<file path="config.mk">
export PLATFORM = sky130hd
export DESIGN_NAME = uart_tx_arbiter
export DESIGN_NICKNAME = d
export VERILOG_FILES = /design/src/rtl/uart_tx_arbiter.sv
export SDC_FILE = /design/constraint.sdc
export NUM_CORES = 1
export LEC_CHECK = 0
export ABC_AREA = 1
export CAP_MARGIN = 30
export CORE_MARGIN = 4
export CORE_UTILIZATION = 49
export CTS_BUF_LIST = sky130_fd_sc_hd__clkbuf_8
export DETAILED_ROUTE_END_ITERATION = 12
export PLACE_DENSITY = 0.89
export SYNTH_ARGS = -nofsm -noshare
export SYNTH_HDL_FRONTEND = slang
export SYNTH_SLANG_ARGS = --single-unit
</file>
<file path="constraint.sdc">
create_clock -name clk -period 2.8 [get_ports clk]
set_clock_uncertainty 0.15 [all_clocks]
set_input_delay 0.84 -clock clk [delete_from_list [all_inputs] [get_ports clk]]
set_output_delay 0.84 -clock clk [all_outputs]
set_load 0.05 [all_outputs]
</file>
<file path="src/rtl/uart_tx_arbiter.sv">
// rtl/uart_tx_arbiter.sv - round-robin, packet-locked arbiter sharing one UART TX FIFO write port
// Optional mid-packet idle release: define UART_ARB_TIMEOUT_EN
module uart_tx_arbiter #(
   parameter int NUM_REQ = 4,
   parameter int IDX_W   = 3,
   parameter int CNT_W   = 16,
   parameter int TIMEOUT = 255
) (
   input  logic                 clk,
   input  logic                 rst,
   input  logic [NUM_REQ-1:0]   i_req_valid,
   input  logic [8*NUM_REQ-1:0] i_req_data,
   input  logic [NUM_REQ-1:0]   i_req_last,
   output logic [NUM_REQ-1:0]   o_req_ready,
   output logic                 o_fifo_wr_en,
   output logic [7:0]           o_fifo_din,
   input  logic                 i_fifo_full,
   input  logic                 i_fifo_almost_full,
   output logic                 o_busy,
   output logic [IDX_W-1:0]     o_grant_idx,
   output logic [CNT_W-1:0]     o_byte_cnt,
   output logic [CNT_W-1:0]     o_pkt_cnt,
   output logic                 o_timeout_err
);

   typedef enum logic {S_IDLE, S_BUSY} state_t;

   state_t             r_state;
   state_t             w_next;
   logic [IDX_W-1:0]   r_grant_idx;
   logic               r_wr_en;
   logic [7:0]         r_din;
   logic [CNT_W-1:0]   r_byte_cnt;
   logic [CNT_W-1:0]   r_pkt_cnt;

   logic [NUM_REQ-1:0] w_own;
   logic               w_own_valid;
   logic               w_own_last;
   logic [7:0]         w_own_data;
   logic               w_room;
   logic               w_accept;
   logic [IDX_W-1:0]   w_pick;
   logic               w_timeout;

   always_comb begin
      w_own      = '0;
      w_own_data = 8'h00;
      for (int i = 0; i < NUM_REQ; i++) begin
         w_own[i] = (r_grant_idx == IDX_W'(i));
         if (w_own[i]) w_own_data = i_req_data[8*i +: 8];
      end
      w_own_valid = |(i_req_valid & w_own);
      w_own_last  = |(i_req_last & w_own);
   end

   // A write still in flight consumes the last free slot when almost_full is set.
   assign w_room = ~i_fifo_full & ~(r_wr_en & i_fifo_almost_full);

   // Scan from farthest to nearest so the nearest valid lane after the pointer wins.
   always_comb begin
      w_pick = r_grant_idx;
      for (int k = NUM_REQ; k >= 1; k--) begin
         for (int i = 0; i < NUM_REQ; i++) begin
            if (i_req_valid[i] && ((int'(r_grant_idx) + k) % NUM_REQ) == i) w_pick = IDX_W'(i);
         end
      end
   end

   always_ff @(posedge clk) begin
      if (rst) r_state <= S_IDLE;
      else     r_state <= w_next;
   end

   always_comb begin
      w_next      = r_state;
      o_req_ready = '0;
      w_accept    = 1'b0;
      case (r_state)
         S_IDLE: begin
            if (|i_req_valid) w_next = S_BUSY;
         end
         S_BUSY: begin
            o_req_ready = w_room ? w_own : '0;
            w_accept    = w_own_valid & w_room;
            if (w_accept & w_own_last) w_next = S_IDLE;
            else if (w_timeout)        w_next = S_IDLE;
         end
         default: w_next = S_IDLE;
      endcase
   end

   always_ff @(posedge clk) begin
      if (rst) begin
         r_grant_idx <= IDX_W'(NUM_REQ - 1);
         r_wr_en     <= 1'b0;
         r_din       <= 8'h00;
         r_byte_cnt  <= '0;
         r_pkt_cnt   <= '0;
      end else begin
         if (r_state == S_IDLE && |i_req_valid) r_grant_idx <= w_pick;
         r_wr_en <= w_accept;
         if (w_accept) begin
            r_din      <= w_own_data;
            r_byte_cnt <= r_byte_cnt + 1'b1;
            if (w_own_last) r_pkt_cnt <= r_pkt_cnt + 1'b1;
         end
      end
   end

`ifdef UART_ARB_TIMEOUT_EN
   logic [7:0] r_idle_cnt;
   logic       r_timeout_err;

   // Only owner silence counts; FIFO back-pressure never advances the counter.
   assign w_timeout = (r_state == S_BUSY) & ~w_own_valid & (r_idle_cnt == 8'(TIMEOUT - 1));

   always_ff @(posedge clk) begin
      if (rst) begin
         r_idle_cnt    <= 8'h00;
         r_timeout_err <= 1'b0;
      end else begin
         r_timeout_err <= w_timeout;
         if (r_state != S_BUSY || w_accept) r_idle_cnt <= 8'h00;
         else if (!w_own_valid)             r_idle_cnt <= r_idle_cnt + 8'h01;
      end
   end

   assign o_timeout_err = r_timeout_err;
`else
   assign w_timeout     = 1'b0;
   assign o_timeout_err = 1'b0;
`endif

   assign o_fifo_wr_en = r_wr_en;
   assign o_fifo_din   = r_din;
   assign o_busy       = (r_state == S_BUSY);
   assign o_grant_idx  = r_grant_idx;
   assign o_byte_cnt   = r_byte_cnt;
   assign o_pkt_cnt    = r_pkt_cnt;

endmodule
</file>
==> flow_summary.json, run 1 <==
{
  "status": "complete, no violations",
  "final-hold-violation-count": 0,
  "grt_pass1_wl_mm": 11.01,
  "dp_slack_ns": -0.03726,
  "cpLargestDelayFamily": "buffers and inverters",
  "ant_nets": 0,
  "critical_path.endpoint_type": "primary output",
  "hpwl_mm": 5.294,
  "finalWorstSetupSlack_ns": 0.1256,
  "power.density_mw_per_mm2": 411.7,
  "cts_resized": 4,
  "area_growth_pct": 50.03,
  "instances_no_fill": 512,
  "layout.nets": 490,
  "setup-tns-final_ns": 0,
  "numCtsBuffers": 5,
  "grt_pass1_vias": 2638,
  "cts-root-to-sink-buffers": 2,
  "gp_congestion": 0.8682,
  "portBuffers": 91,
  "leakagePower_nw": 1.375,
  "critPathMaxStageDelay_ns": 0.87,
  "ir_drop_mv": 0.2848,
  "antenna_found_initial": 0,
  "start_util_pct": 50.46,
  "synth_warnings": 0,
  "drtPass1Iterations": 4,
  "wl_met2_mm": 3.353,
  "grt_usage_pct": 22.28,
  "drive_above_1_share_pct": 9.663,
  "root_buffer": "clkbuf_8",
  "crit_start": "o_grant_idx[1]",
  "cts_hold_buf": 0,
  "synth_flop_cell": "dfxtp_1",
  "die_width_um": 77.75,
  "avgSynthCellArea_um2": 6.969,
  "wl_met3_um": 512,
  "met1_length_mm": 2.742,
  "period_share_pct": 95.51,
  "final_cell_mix": "85 x clkdlybuf4s50_1, 76 x nand2_1, 44 x dfxtp_1",
  "multi_input_area_mm2": 0.001299,
  "slowest_stage": "clkdlybuf4s50_1",
  "ys_types": 36,
  "htree_levels": 2,
  "worstSetupPathType": "register to primary output",
  "cp.required_ns": 1.81,
  "cap_violations": 0,
  "postLayoutCoreUtil_pct": 75.71,
  "fin_crit_ns": 2.674,
  "io_pins": 94,
  "cts_sinks": 44,
  "final_common_cell": "clkdlybuf4s50_1",
  "placed_area_mm2": 0.003480,
  "cp.depth": 1,
  "drt_wl_total_mm": 6.748,
  "mappedNetlistArea_mm2": 0.002384,
  "dr.first_iter.drc_count": 111,
  "arrival_ns": 1.68,
  "die_area_mm2": 0.006044,
  "die_h_um": 77.75,
  "ys_seq_elements": 44,
  "grt_overflow_total": 0,
  "seq_area_um2": 880.8,
  "holdPathStages": 2,
  "core_mm2": 0.004723,
  "wl_per_cell_um": 13.18,
  "rsz0062_at_grt": "no",
  "r2r_start": "o_grant_idx[1]",
  "tightestPinTransition_ns": 0.5449,
  "top_layer": "met4",
  "report.final.slew_viol_count": 0,
  "yosysSeqAreaShare_pct": 36.96,
  "setup_violations": 0,
  "worst-path-buf-inv": 1,
  "post_drt_via_cell_ratio": 5.289,
  "relSlewSlack_pct": 63.56,
  "min-delay-start": "o_fifo_din[7]",
  "drc": 0,
  "grt_max_degree": 26,
  "max_freq_mhz": 373.9,
  "diodes": 0,
  "cts_tree": "yes",
  "final_cell_area_mm2": 0.003576,
  "dr_total_vias": 2708,
  "async_flop_share_pct": 0,
  "nFillCells": 355,
  "path_cells": "clkdlybuf4s50_1",
  "cp-start-kind": "register",
  "placement_rows": 25,
  "synth_edf_count": 0,
  "placed_cells": 504,
  "synth_cells": 342,
  "clk_pin_slew_ns": 0.08,
  "r2r_cells": 9,
  "insertion_delay_ns": 0.29,
  "post_cts_buffers": 0,
  "hold_path_class": "register to register",
  "cp_max_fo": 7
}
==> metal layers <==
layer  GRT usage [%]  vias up
met5               0        -
met4           9.786        0
met3           5.452        9
met2           41.35      125
met1           23.50     1228
li1                -     1346
==> state kept, by name, summed over array words and instances, names as in the netlist <==
| register | flops |
|---|---|
| o_grant_idx | 2 |
| o_pkt_cnt | 16 |
| o_byte_cnt | 16 |
| o_fifo_wr_en | 1 |
| o_fifo_din | 8 |
| o_busy | 1 |
==> cell families (layout without fill, tap and decap cells) <==
family / count (synthesis) / after routing / share of synthesized area (%)
other cells: 1 / 2 / 0.1573
compound gates: 72 / 72 / 18.22
fa+ha+maj: 2 / 2 / 1.050
simple gates: 164 / 164 / 32.49
flops: 44 / 44 / 36.96
buf+inv: 54 / 156 / 9.291
xor+xnor: 5 / 5 / 1.837
==> per-stage QoR <==
stage          hold WS [ns]  total power, mW
2_1_floorplan        0.5398           0.9176
3_3_place_gp         0.3161            1.072
3_5_place_dp         0.3301            1.082
4_1_cts              0.3465            1.477
5_1_grt              0.3814            1.541
6_report             0.3442            1.472
==> final timing paths <==
path                                       end  slack [ns]
worst min register to register   o_fifo_din[7]        0.34
worst max-delay path            o_grant_idx[1]        0.13
worst max register to register    o_pkt_cnt[7]        0.59
worst min-delay path             o_fifo_din[7]        0.34
==> report_power, final <==
group	total [mW]	switching [mW]	leakage [nW]	internal, mW
sequential	0.663	0.0197	0.356	0.643
clock	0.401	0.207	0.0538	0.194
combinational	0.408	0.236	0.965	0.172
==> synth_stat cells (all sizes together) (2+ instances only) <==
master / count / area (µm²)
buf: 6 / 41.28
o21ai: 26 / 133.9
o21a: 4 / 30.03
nand4: 7 / 65.06
nor3b: 4 / 35.03
nor2: 31 / 143.9
nor4: 4 / 25.02
nand2: 81 / 314.0
a22o: 7 / 61.31
xor2: 4 / 35.03
a21oi: 25 / 125.1
dfxtp: 44 / 880.8
ha: 2 / 25.02
inv: 41 / 153.9
nand3: 22 / 110.1
clkbuf: 7 / 26.28
a221oi: 7 / 61.31
nor3: 14 / 75.07
==> area by class of cell <==
cell class                 count  share of cell area (%)
multi-input combinational    245                   36.32
clock inverter                 2                  0.2099
clock buffer                   6                   2.309
inverter                      41                   4.304
timing repair buffer         107                   29.88
tap                           67                   2.344
sequential                    44                   24.63
Note: power is estimated with default switching activity, not from simulation.
==> run 2: changes to the inputs <==
- CORE_MARGIN: 4 -> 8
- HOLD_SLACK_MARGIN: not set -> 0.15
==> flow_summary.json, run 2 (synthesis results as in run 1) <==
{
  "power.density_mw_per_mm2": 430.9,
  "path_cells": "clkdlybuf4s50_1 > nand2_2 > nand2_4 > nor3_4 > buf_12",
  "final_common_cell": "clkdlybuf4s50_1",
  "met1_usage_pct": 21.42,
  "layout.nets": 488,
  "met2_usage_pct": 33.36,
  "cts_hold_buf": 0,
  "slowest_stage": "clkdlybuf4s50_1",
  "critical_path.endpoint_type": "primary output",
  "placement_rows": 25,
  "status": "complete, no violations",
  "portBuffers": 91,
  "dr_total_vias": 2699,
  "period_share_pct": 97.93,
  "max_freq_mhz": 364.7,
  "ant_nets": 0,
  "gp_congestion": 0.8458,
  "root_buffer": "clkbuf_8",
  "wl_per_cell_um": 14.28,
  "drt_wl_total_mm": 7.283,
  "finalWorstSetupSlack_ns": 0.05782,
  "grt_usage_pct": 19.66,
  "grt_pass1_vias": 2755,
  "rsz0062_at_grt": "no",
  "gr-usage-met3_pct": 9.074,
  "cp.depth": 5,
  "cts_sinks": 44,
  "critPathMaxStageDelay_ns": 0.42,
  "leakagePower_nw": 1.368,
  "drc": 0,
  "final-hold-violation-count": 0,
  "core_mm2": 0.004723,
  "dr.first_iter.drc_count": 148,
  "die_h_um": 85.75,
  "holdPathStages": 2,
  "grt_max_degree": 20,
  "multi_input_area_mm2": 0.001314,
  "post_drt_via_cell_ratio": 5.292,
  "antenna_found_initial": 0,
  "arrival_ns": 1.75,
  "diodes": 0,
  "cts-root-to-sink-buffers": 2,
  "worst-path-buf-inv": 2,
  "r2r_cells": 11,
  "busiest_layer": "met2",
  "numCtsBuffers": 5,
  "nFillCells": 349,
  "tightestPinTransition_ns": 0.5353,
  "hpwl_mm": 5.762,
  "seq_area_um2": 880.8,
  "cp.required_ns": 1.81,
  "die_area_mm2": 0.007352,
  "start_util_pct": 50.46,
  "dp_slack_ns": -0.09727,
  "cap_violations": 0,
  "cp_max_fo": 5,
  "cts_tree": "yes",
  "drive_above_1_share_pct": 10.38,
  "fin_crit_ns": 2.742,
  "setup_violations": 0,
  "clk_pin_slew_ns": 0.08,
  "htree_levels": 2,
  "area_growth_pct": 50.81,
  "hold_path_class": "register to register",
  "whs_ns": 0.3474,
  "ir_drop_mv": 0.2771,
  "drtPass1Iterations": 4,
  "cpLargestDelayFamily": "buffers and inverters",
  "grt_overflow_total": 0,
  "report.final.slew_viol_count": 0,
  "io_pins": 94,
  "final_cell_mix": "86 x clkdlybuf4s50_1, 75 x nand2_1, 44 x dfxtp_1",
  "relSlewSlack_pct": 64.20,
  "cp-start-kind": "primary input",
  "insertion_delay_ns": 0.30,
  "die_width_um": 85.75,
  "worstSetupPathType": "primary input to primary output",
  "grt_pass1_wl_mm": 12.08
}
==> run 2: changes by cell type in the layout (fill, tap and decap cells not counted), sizes merged <==
cell,before,now
clkdlybuf4s50,85,86
dlygate4sd2,2,1
bufinv,0,1
inv,43,42
buf,20,18
clkinv,0,1
clkbuf,6,5
==> run 2: worst reg2reg max path: stages (launching register included) <==
cell and delay [ns]:
dfxtp_1 0.52, nand2_1 0.16, inv_1 0.32, nand2_1 0.09, nand4_1 0.14, nand2_2 0.14
nor2_4 0.15, nand2_2 0.09, nor2_4 0.11, nand2_1 0.07, a21oi_1 0.13, o21a_1 0.13
==> run 2: report_power, final <==
part	internal (mW)	switching, mW
Sequential	0.643	0.0213
Clock	0.261	0.213
Combinational	0.172	0.238
==> run 2: metrics by stage <==
step / cell area [µm²] / utilization, % / power (mW) / std cells / TNS (ns)
after floorplan: 2392 / - / 0.9176 / 343 / 0
after global placement: 3465 / 73.35 / 1.071 / 502 / -0.1042
after detailed placement: 3465 / 73.35 / 1.081 / 502 / -0.5757
after CTS: 3595 / 76.11 / 1.550 / 510 / 0
after global routing: 3595 / 76.11 / 1.616 / 510 / 0
final: 3595 / 76.11 / 1.549 / 510 / 0
==> run 2: repair_timing <==
| action | CTS | global route |
|---|---|---|
| gates resized for setup | 8 | 0 |
| pin swaps | 3 | 1 |
| setup endpoints to repair | 4 | 1 |
| setup buffers | 0 | 0 |
==> run 2: final cells by class <==
cell class / count / share of cell area, %
Multi-Input combinational cell: 245 / 36.55
Clock inverter: 3 / 1.079
Timing Repair Buffer: 105 / 29.34
Inverter: 41 / 4.281
Tap cell: 67 / 2.332
Clock buffer: 5 / 1.914
Sequential cell: 44 / 24.50
==> run 2: layer usage <==
layer | routed length, µm | share of wire, %
met1 | 2852 | 39
met2 | 3515 | 48
met3 | 842 | 12
met4 | 73 | 1.0
met5 | 0 | 0
==> run 2: path summary, 6_finish.rpt <==
path / start / end / slack, ns
worst min register to register: o_fifo_din[2] / o_fifo_din[2] / 0.35
worst min-delay path: o_fifo_din[2] / o_fifo_din[2] / 0.35
worst max-delay path: i_fifo_almost_full / o_req_ready[1] / 0.06
worst max register to register: o_grant_idx[1] / o_pkt_cnt[14] / 0.56
==> run 3: changes to the inputs <==
- CORE_MARGIN: 8 -> 4
==> results of run 3 <==
The final DEF is identical to that of run 1; final timing and power are the same.
